File: config.mk
export PLATFORM = sky130hd
export DESIGN_NAME = uart_alu_sequencer
export DESIGN_NICKNAME = d
export VERILOG_FILES = /design/src/rtl/uart_alu_sequencer.sv
export SDC_FILE = /design/constraint.sdc
export NUM_CORES = 1
export LEC_CHECK = 0
export ABC_AREA = 1
export BUFFER_PORTS_ARGS = -buffer_cell sky130_fd_sc_hd__buf_2
export CORE_ASPECT_RATIO = 2
export CORE_MARGIN = 2
export CORE_UTILIZATION = 55
export CTS_CLUSTER_DIAMETER = 40
export DETAILED_ROUTE_END_ITERATION = 7
export GPL_ROUTABILITY_DRIVEN = 1
export PLACE_DENSITY = 0.8
export SYNTH_ARGS = -nofsm -noshare
export SYNTH_HDL_FRONTEND = slang
export SYNTH_SLANG_ARGS = --single-unit
export TNS_END_PERCENT = 100
File: constraint.sdc
create_clock -name i_clk -period 2.75 [get_ports i_clk]
set_input_delay 0.55 -clock i_clk [delete_from_list [all_inputs] [get_ports i_clk]]
set_output_delay 0.55 -clock i_clk [all_outputs]
set_load 0.01 [all_outputs]
File: src/rtl/uart_alu_sequencer.sv
// Sequencer between UART rx/tx and the ALU: gathers A, opcode, B, then sends one result byte.
// An inter-byte timeout in baud ticks aborts a stalled operation back to WAIT_A.
//
// state   | meaning
// WAIT_A  | idle, waiting for operand A byte
// WAIT_OP | waiting for opcode byte (timeout armed)
// WAIT_B  | waiting for operand B byte (timeout armed)
// LATCH   | ALU settles on registered inputs, result captured
// SEND    | tx start pulse
// WAIT_TX | waiting for transmitter to finish
module uart_alu_sequencer #(
  parameter int NB_BITS       = 8,
  parameter int NB_OP         = 6,
  parameter int NB_TIMEOUT    = 16,
  parameter int TIMEOUT_TICKS = 40000
) (
  input  logic               i_clk,
  input  logic               i_rst,
  input  logic               i_tick,
  input  logic [NB_BITS-1:0] i_rx_data,
  input  logic               i_rx_done,
  input  logic               i_tx_done,
  input  logic [NB_BITS-1:0] i_alu_result,
  output logic [NB_BITS-1:0] o_alu_a,
  output logic [NB_BITS-1:0] o_alu_b,
  output logic [NB_OP-1:0]   o_alu_op,
  output logic [NB_BITS-1:0] o_tx_data,
  output logic               o_tx_start,
  output logic               o_busy,
  output logic               o_timeout_err
);

  typedef enum logic [2:0] {
    ST_WAIT_A,
    ST_WAIT_OP,
    ST_WAIT_B,
    ST_LATCH,
    ST_SEND,
    ST_WAIT_TX
  } state_t;

  localparam logic [NB_TIMEOUT-1:0] TERM_CNT = NB_TIMEOUT'(TIMEOUT_TICKS - 1);

  state_t                state, state_next;
  logic [NB_TIMEOUT-1:0] cnt, cnt_next;
  logic                  ld_a, ld_op, ld_b, ld_res, timeout_hit;

  always_comb begin
    state_next  = state;
    cnt_next    = cnt;
    ld_a        = 1'b0;
    ld_op       = 1'b0;
    ld_b        = 1'b0;
    ld_res      = 1'b0;
    timeout_hit = 1'b0;
    case (state)
      ST_WAIT_A: begin
        cnt_next = '0;
        if (i_rx_done) begin
          ld_a       = 1'b1;
          state_next = ST_WAIT_OP;
        end
      end
      ST_WAIT_OP, ST_WAIT_B: begin
        // An accepted byte wins over a coincident terminal tick.
        if (i_rx_done) begin
          cnt_next   = '0;
          ld_op      = (state == ST_WAIT_OP);
          ld_b       = (state == ST_WAIT_B);
          state_next = (state == ST_WAIT_OP) ? ST_WAIT_B : ST_LATCH;
        end else if (i_tick) begin
          if (cnt == TERM_CNT) begin
            timeout_hit = 1'b1;
            cnt_next    = '0;
            state_next  = ST_WAIT_A;
          end else begin
            cnt_next = cnt + NB_TIMEOUT'(1);
          end
        end
      end
      ST_LATCH: begin
        ld_res     = 1'b1;
        cnt_next   = '0;
        state_next = ST_SEND;
      end
      ST_SEND: begin
        state_next = ST_WAIT_TX;
      end
      ST_WAIT_TX: begin
        if (i_tx_done) state_next = ST_WAIT_A;
      end
      default: begin
        cnt_next   = '0;
        state_next = ST_WAIT_A;
      end
    endcase
  end

  always_ff @(posedge i_clk) begin
    if (i_rst) begin
      state         <= ST_WAIT_A;
      cnt           <= '0;
      o_alu_a       <= '0;
      o_alu_b       <= '0;
      o_alu_op      <= '0;
      o_tx_data     <= '0;
      o_tx_start    <= 1'b0;
      o_timeout_err <= 1'b0;
    end else begin
      state         <= state_next;
      cnt           <= cnt_next;
      o_tx_start    <= (state_next == ST_SEND);
      o_timeout_err <= timeout_hit;
      if (ld_a)   o_alu_a   <= i_rx_data;
      if (ld_op)  o_alu_op  <= i_rx_data[NB_OP-1:0];
      if (ld_b)   o_alu_b   <= i_rx_data;
      if (ld_res) o_tx_data <= i_alu_result;
    end
  end

  assign o_busy = (state != ST_WAIT_A);

endmodule
==> results by group, run 1 <==
Status
  – Status: finished, final reports clean

Placement
  – Port bufs: 53
  – Routability cong.: slightly above 0.9
  – Detailed placement HPWL: about 4.0 mm
  – Inst Count DP: about 420

STA
  – TNS Setup: 0 ns
  – Minimum clock period: ~1.7 ns
  – Worst-Margin Slew: roughly 0.80 ns
  – Fmax: 597 MHz
  – Tcrit/Tclk final: 0.609
  – Slew HR: 0.467
  – RSZ-0062 raised after global routing: no
  – Fin. max-slew vios: 0
  – Final setup vio count: 0
  – Final Hold Viols: 0
  – Clock skew: 0.00942 ns

GRT
  – Largest net degree at the start of global routing: 30
  – Antenna violations before repair: 0
  – Gr usage total: 0.241
  – Vias in the first global route: 2,065
  – First-pass GRT wire length: 8.80 mm
  – GRT overflow: 0

Synthesis
  – Yosys cell types: 27
  – Sequential share of the synthesized area: 0.444
  – Most frequent cell after synthesis: nor2_1
  – Post-synth EDFFs: 0
  – Synth top area cells: dfxtp_1 44%, nor2_1 13%, nand2_1 8.5%
  – Syn Area/Cell: 7.05 µm²
  – Yosys top cell by area: dfxtp_1
  – Commonest cells post-synth: 77 x nor2_1, 52 x nand2_1, 51 x dfxtp_1
  – Yosys warns: 0
  – Mapped Cells: 326
  – Ys async rst share: 0
  – Cell Area, Synth: between 2000 and 2500 µm²
  – Primary FF master, synth: dfxtp_1
  – Syn Nets: approximately 350
  – Area share of the largest cell type after synthesis: 0.444
  – Post-synthesis register bit count: roughly 50

Clock tree
  – Hold_buf cts: 0
  – Num CTS Buffers: 5
  – Worst-case clock buffer depth: 2
  – Resized Gates After CTS: 0
  – H-tree depth: 2
  – CTS clock-pin slew for the worst setup and hold paths: approximately 0.09 ns
  – Clk root buf: clkbuf_8
  – Clock sink total: 51
  – Latest clock arrival within the worst-skew pair: just over 0.3 ns
  – Post-CTS setup buffers: 0
  – Clock tree from TritonCTS: done

Detailed routing
  – Initial DRT Pass Iterations: 4
  – Final WL: around 5.3 mm
  – Avg WL per Cell: 12.3 µm
  – Vias: between 2k and 2.5k
  – Drt via density: just over 5
  – Final ANT Viol Nets: 0
  – DRC viols: 0
  – Initial DRC count: 45

Power
  – P per Cell Area: around 570 nW/µm²
  – Clock power share: 0.354
  – Worst VDD drop: between 0.4 and 0.5 mV
  – Leak: around 1.3 nW
  – Comb power frac: 0.129
  – Sequential share of power: 0.517
  – Net Sw Power: around 0.39 mW
  – Sw frac: 0.258
  – P_int: about 1.1 mW
  – Power, Total: about 1.5 mW

Critical path
  – Crit Reg-Reg Endpoint: o_timeout_err
  – Worst reg2reg startpoint: cnt[0]
  – Crit path kind: flip-flop to flip-flop
  – Worst path arrival time: roughly 1.8 ns
  – Critical path required time: ~2.9 ns
  – CP startpoint kind: flip-flop
  – Crit end category: flip-flop
  – Worst r2r path cells: 5
  – R2R Setup Slk: 1.08 ns
  – Critical path peak fanout: 5

Floorplan
  – Core Area: 4050 µm²
  – Boundary Pins: between 50 and 60
  – Die ar.: between 4000 and 5000 µm²
  – Rows: 33
  – Initial Util: 0.568
  – Die Wd: just under 50 µm
  – Chip height: around 95 µm

Flow run
  – Max-Cap Viols: 0

Final layout
  – Finished Layout Cells: between 400 and 500
  – Layout cell share with drive strength beyond 1: 0.222
  – Area grow syn2layout: 17.5%
  – Diode count: 0
  – Core Util, Final: 0.667
  – Nets: 400

Hold path
  – Worst hold start: o_alu_a[6]
  – Worst Hold Endpoint: o_alu_a[6]
  – Hold Path Class: flip-flop to flip-flop
  – Hold path depth: 2
cells in the final DEF (no fill, tap or decap), types with 5 or more instances in the layout:
cell type / synthesis / layout
a21oi_1: 13 / 13
buf_2: 4 / 53
clkbuf_8: 0 / 6
dfxtp_1: 51 / 51
inv_1: 35 / 35
inv_2: 5 / 5
nand2_1: 52 / 52
nand3_1: 17 / 17
nand4_1: 8 / 8
nor2_1: 77 / 77
o21ai_0: 31 / 31
worst max-delay path, stage by stage, from the launching register on:
cell,delay [ns]
dfxtp_1,0.38
ha_1,0.21
nand3_1,0.24
nor2_1,0.21
nand3_1,0.15
nor4_1,0.36
flip-flops by register name (all words and copies together) (netlist names):
register / cells
o_timeout_err: 1
state: 3
cnt: 16
o_alu_a: 8
o_tx_data: 8
o_tx_start: 1
o_alu_b: 8
o_alu_op: 6
worst max-delay path by stage:
stage	start	endpoint	cells after the start
final	cnt[0]	o_timeout_err	5
after floorplan	i_rx_done	cnt[14]	8
after global routing	cnt[0]	o_timeout_err	5
after CTS	cnt[0]	o_timeout_err	5
after global placement	i_rst	o_alu_a[5]	5
after detailed placement	i_rst	o_alu_a[5]	5
cells by family (layout without fill, tap and decap cells):
logic type	Yosys count	after routing	synth area share
AND/OR/NAND/NOR	173	173	0.334
AO/OA/AOI/OAI	52	52	0.127
flip-flops	51	51	0.444
buffers and inverters	49	102	0.0888
adder cells (fa/ha/maj)	1	1	0.00545
power by group through the flow:
stage / clock network [mW] / registers, mW / logic, mW
after floorplan: 0 / 0.818 / 0.118
final: 0.541 / 0.791 / 0.197
after global routing: 0.564 / 0.795 / 0.220
after global placement: 0 / 0.807 / 0.193
after detailed placement: 0 / 0.807 / 0.198
after CTS: 0.550 / 0.791 / 0.198
through the flow:
stage | hold WS [ns] | cell area (µm²) | setup WS [ns]
floorplan | 0.467 | 2300 | 1.21
global placement | 0.433 | 2580 | 0.916
detailed placement | 0.436 | 2580 | 0.851
CTS | 0.450 | 2700 | 1.08
global route | 0.462 | 2700 | 0.918
finish | 0.450 | 2700 | 1.08
routing by layer:
layer	vias to the layer above	routed length [µm]	track usage
met5	-	0	0
met4	0	279	0.171
met3	23	140	0.0282
met2	51	2830	0.450
met1	994	2070	0.240
li1	1134	-	-
layout make-up:
class | count | area, µm²
fill | 392 | 1350
timing repair buffer | 54 | 273
sequential | 51 | 1020
clock inverter | 2 | 35.0
inverter | 40 | 150
tap | 52 | 65.1
multi-input combinational | 226 | 1070
clock buffer | 6 | 82.6
Note: power is estimated with default switching activity, not from simulation.
==> run 2, diff against run 1 <==
--- a/config.mk
+++ b/config.mk
@@ -9,11 +9,11 @@
 export BUFFER_PORTS_ARGS = -buffer_cell sky130_fd_sc_hd__buf_2
 export CORE_ASPECT_RATIO = 2
 export CORE_MARGIN = 2
-export CORE_UTILIZATION = 55
+export CORE_UTILIZATION = 48
 export CTS_CLUSTER_DIAMETER = 40
 export DETAILED_ROUTE_END_ITERATION = 7
 export GPL_ROUTABILITY_DRIVEN = 1
-export PLACE_DENSITY = 0.8
+export PLACE_DENSITY = 0.74
 export SYNTH_ARGS = -nofsm -noshare
 export SYNTH_HDL_FRONTEND = slang
 export SYNTH_SLANG_ARGS = --single-unit
==> constraint.sdc (replaced) <==
create_clock -name i_clk -period 1.41 [get_ports i_clk]
set_input_delay 0.282 -clock i_clk [delete_from_list [all_inputs] [get_ports i_clk]]
set_output_delay 0.282 -clock i_clk [all_outputs]
set_load 0.01 [all_outputs]
==> results by group, run 2 (synthesis results as in run 1) <==
Clock tree
  – Worst-case clock buffer depth: 2 (unchanged)
  – Clock sink total: 51 (unchanged)
  – Latest clock arrival within the worst-skew pair: 0.30 ns (was 0.31 ns)
  – CTS clock-pin slew for the worst setup and hold paths: 0.09 ns (about the same)
  – Hold_buf cts: 0 (unchanged)
  – Num CTS Buffers: 5 (unchanged)
  – Clock tree from TritonCTS: done (unchanged)
  – Clk root buf: clkbuf_8 (unchanged)
  – H-tree depth: 2 (unchanged)

GRT
  – Largest net degree at the start of global routing: 32 (was 30)
  – GRT overflow: 0 (unchanged)
  – Antenna violations before repair: 0 (unchanged)
  – Met2 usage: 0.434 (was 0.450)
  – First-pass GRT wire length: 9.31 mm (was 8.80 mm)
  – Busiest layer in global routing: met2 (unchanged)
  – Met3 GRT Util: 0.0365 (was 0.0282)
  – GR Layer Usage met1: 0.224 (was 0.240)
  – Gr usage total: 0.228 (was 0.241)
  – Vias in the first global route: 2,175 (was 2,065)

Detailed routing
  – Initial DRT Pass Iterations: 4 (unchanged)
  – Initial DRC count: 37 (was 45)
  – Drt via density: 5.04 (was 5.11)
  – Avg WL per Cell: 13.2 µm (was 12.3 µm)
  – DRC viols: 0 (unchanged)
  – Final WL: 5.98 mm (was 5.32 mm)
  – Final ANT Viol Nets: 0 (unchanged)
  – Vias: 2,286 (was 2,202)

Final layout
  – Multi-input gate area: 1220 µm² (was 1070 µm²)
  – Commonest non-fill, non-tap cell in the layout: nor2_1 (unchanged)
  – Most flops, register: cnt (unchanged)
  – Area grow syn2layout: 32.7% (was 17.5%)
  – Diode count: 0 (unchanged)
  – Layout cell share with drive strength beyond 1: 0.331 (was 0.222)
  – Largest register FFs: 16 (unchanged)
  – Fillers: 411 (was 392)
  – Nets: 420 (was 400)
  – Most frequent cells in the layout: 72 x nor2_1, 53 x buf_2, 52 x nand2_1, 42 x dfxtp_1 (was 77 x nor2_1, 53 x buf_2, 52 x nand2_1, 51 x dfxtp_1, 35 x inv_1)
  – Register area: 1040 µm² (was 1020 µm²)
  – Finished Layout Cells: 454 (was 431)
  – Fin area: 3050 µm² (was 2700 µm²)

Floorplan
  – Initial Util: 0.500 (was 0.568)
  – Rows: 35 (was 33)
  – Core Area: 4600 µm² (was 4050 µm²)
  – Die Wd: 52.9 µm (was 49.7 µm)
  – Boundary Pins: 54 (unchanged)
  – Chip height: 102 µm (was 95.4 µm)
  – Die ar.: 5390 µm² (was 4740 µm²)

Placement
  – Routability cong.: 0.810 (was 0.915)
  – Port bufs: 53 (unchanged)
  – Post-place setup slack: -0.0751 ns (was 0.851 ns)
  – Placed Area: 2740 µm² (was 2580 µm²)
  – Detailed placement HPWL: 4.37 mm (was 3.99 mm)
  – Inst Count DP: 443 (was 423)

Flow run
  – Max-Cap Viols: 0 (unchanged)

Status
  – Failing checks: negative setup slack
  – Status: complete, but fails checks (was finished, final reports clean)

Critical path
  – Critical path required time: 1.64 ns (was 2.91 ns)
  – Worst path arrival time: 1.65 ns (was 1.83 ns)
  – CP startpoint kind: flip-flop (unchanged)
  – Crit end category: flip-flop (unchanged)
  – Cell repeated most along the worst path: nand2_1 (was nand3_1)
  – Max incr delay on CP: 0.39 ns (was 0.38 ns)
  – Crit path kind: flip-flop to flip-flop (unchanged)
  – CP max stage cell: dfxtp_4 (was dfxtp_1)
  – Critical path peak fanout: 6 (was 5)
  – Crit-path cells: nand2_1 -> inv_1 -> nand2_1 -> nor3_4 -> nand2_1 -> o21ai_1 -> nand2_1 -> nor2_1 (was ha_1 -> nand3_1 -> nor2_1 -> nand3_1 -> nor4_1)

STA
  – Fin. max-slew vios: 0 (unchanged)
  – Worst-Margin Slew: 0.407 ns (was 0.798 ns)
  – Clock skew: 0.00817 ns (was 0.00942 ns)
  – Slew HR: 0.728 (was 0.467)
  – Setup ws final: -0.00972 ns (was 1.08 ns)
  – Tcrit/Tclk final: 1.01 (was 0.609)
  – Minimum clock period: 1.42 ns (was 1.67 ns)
  – Final setup vio count: 2 (was 0)
  – TNS Setup: -0.0192 ns (was 0 ns)
  – RSZ-0062 raised after global routing: yes (was no)
  – Fmax: 704 MHz (was 597 MHz)
  – Final Hold Viols: 0 (unchanged)

Power
  – Worst VDD drop: 0.818 mV (was 0.476 mV)
  – P per Cell Area: 1000 nW/µm² (was 567 nW/µm²)
  – Leak: 1.41 nW (was 1.28 nW)
  – Power, Total: 3.05 mW (was 1.53 mW)

Hold path
  – Hold Path Class: input port to flip-flop (was flip-flop to flip-flop)
run 2: cell count changes in the layout (fill, tap and decap cells not counted), sizes merged:
cell	previous run	this run
buf	54	74
clkbuf	6	5
clkinv	1	2
run 2: through the flow:
stage | hold WS (ns) | util
final | 0.210 | 0.663
after global routing | 0.233 | 0.663
after CTS | 0.203 | 0.625
after detailed placement | 0.434 | 0.595
after global placement | 0.430 | 0.595
after floorplan | 0.351 | -
run 2: area by class of cell:
| type | count | area share |
|---|---|---|
| tap | 55 | 0.0226 |
| multi-input combinational | 226 | 0.400 |
| inverter | 40 | 0.0509 |
| clock buffer | 5 | 0.0226 |
| timing repair buffer | 74 | 0.148 |
| clock inverter | 3 | 0.0144 |
| sequential | 51 | 0.341 |
run 2: report_power, final:
group	leakage (nW)	internal, mW	switching (mW)	total, mW
clock network	0.0581	0.529	0.489	1.02
logic	0.933	0.197	0.292	0.489
registers	0.419	1.50	0.0413	1.54
total	1.41	2.23	0.821	3.05
run 2: critical path: cells and delay by family (launching register included):
family          cells  cell delay (ns)
simple gates        6             0.76
buf+inv             1             0.09
flops               1             0.39
compound gates      1             0.12
run 2: path summary, 6_finish.rpt:
| path | from | cells past startpoint | slack [ns] | end |
|---|---|---|---|---|
| max | cnt[7] | 8 | -0.01 | cnt[12] |
| min | i_rx_data[7] | 3 | 0.21 | o_alu_b[7] |
| max reg2reg | cnt[7] | 8 | -0.01 | cnt[12] |
| min reg2reg | o_alu_a[4] | 2 | 0.45 | o_alu_a[4] |
run 2: repair_timing:
| item | in CTS | in global routing |
|---|---|---|
| setup endpoints to repair | 12 | 18 |
| gates resized for setup | 7 | 40 |
| pin swaps | 1 | 14 |
| buffers inserted | 0 | 3 |
run 2: per-layer routing:
metal | vias to the layer above | routed length (µm)
met1 | 1024 | 2120
met3 | 21 | 160
met4 | 0 | 257
li1 | 1182 | -
met2 | 59 | 3440
met5 | - | 0
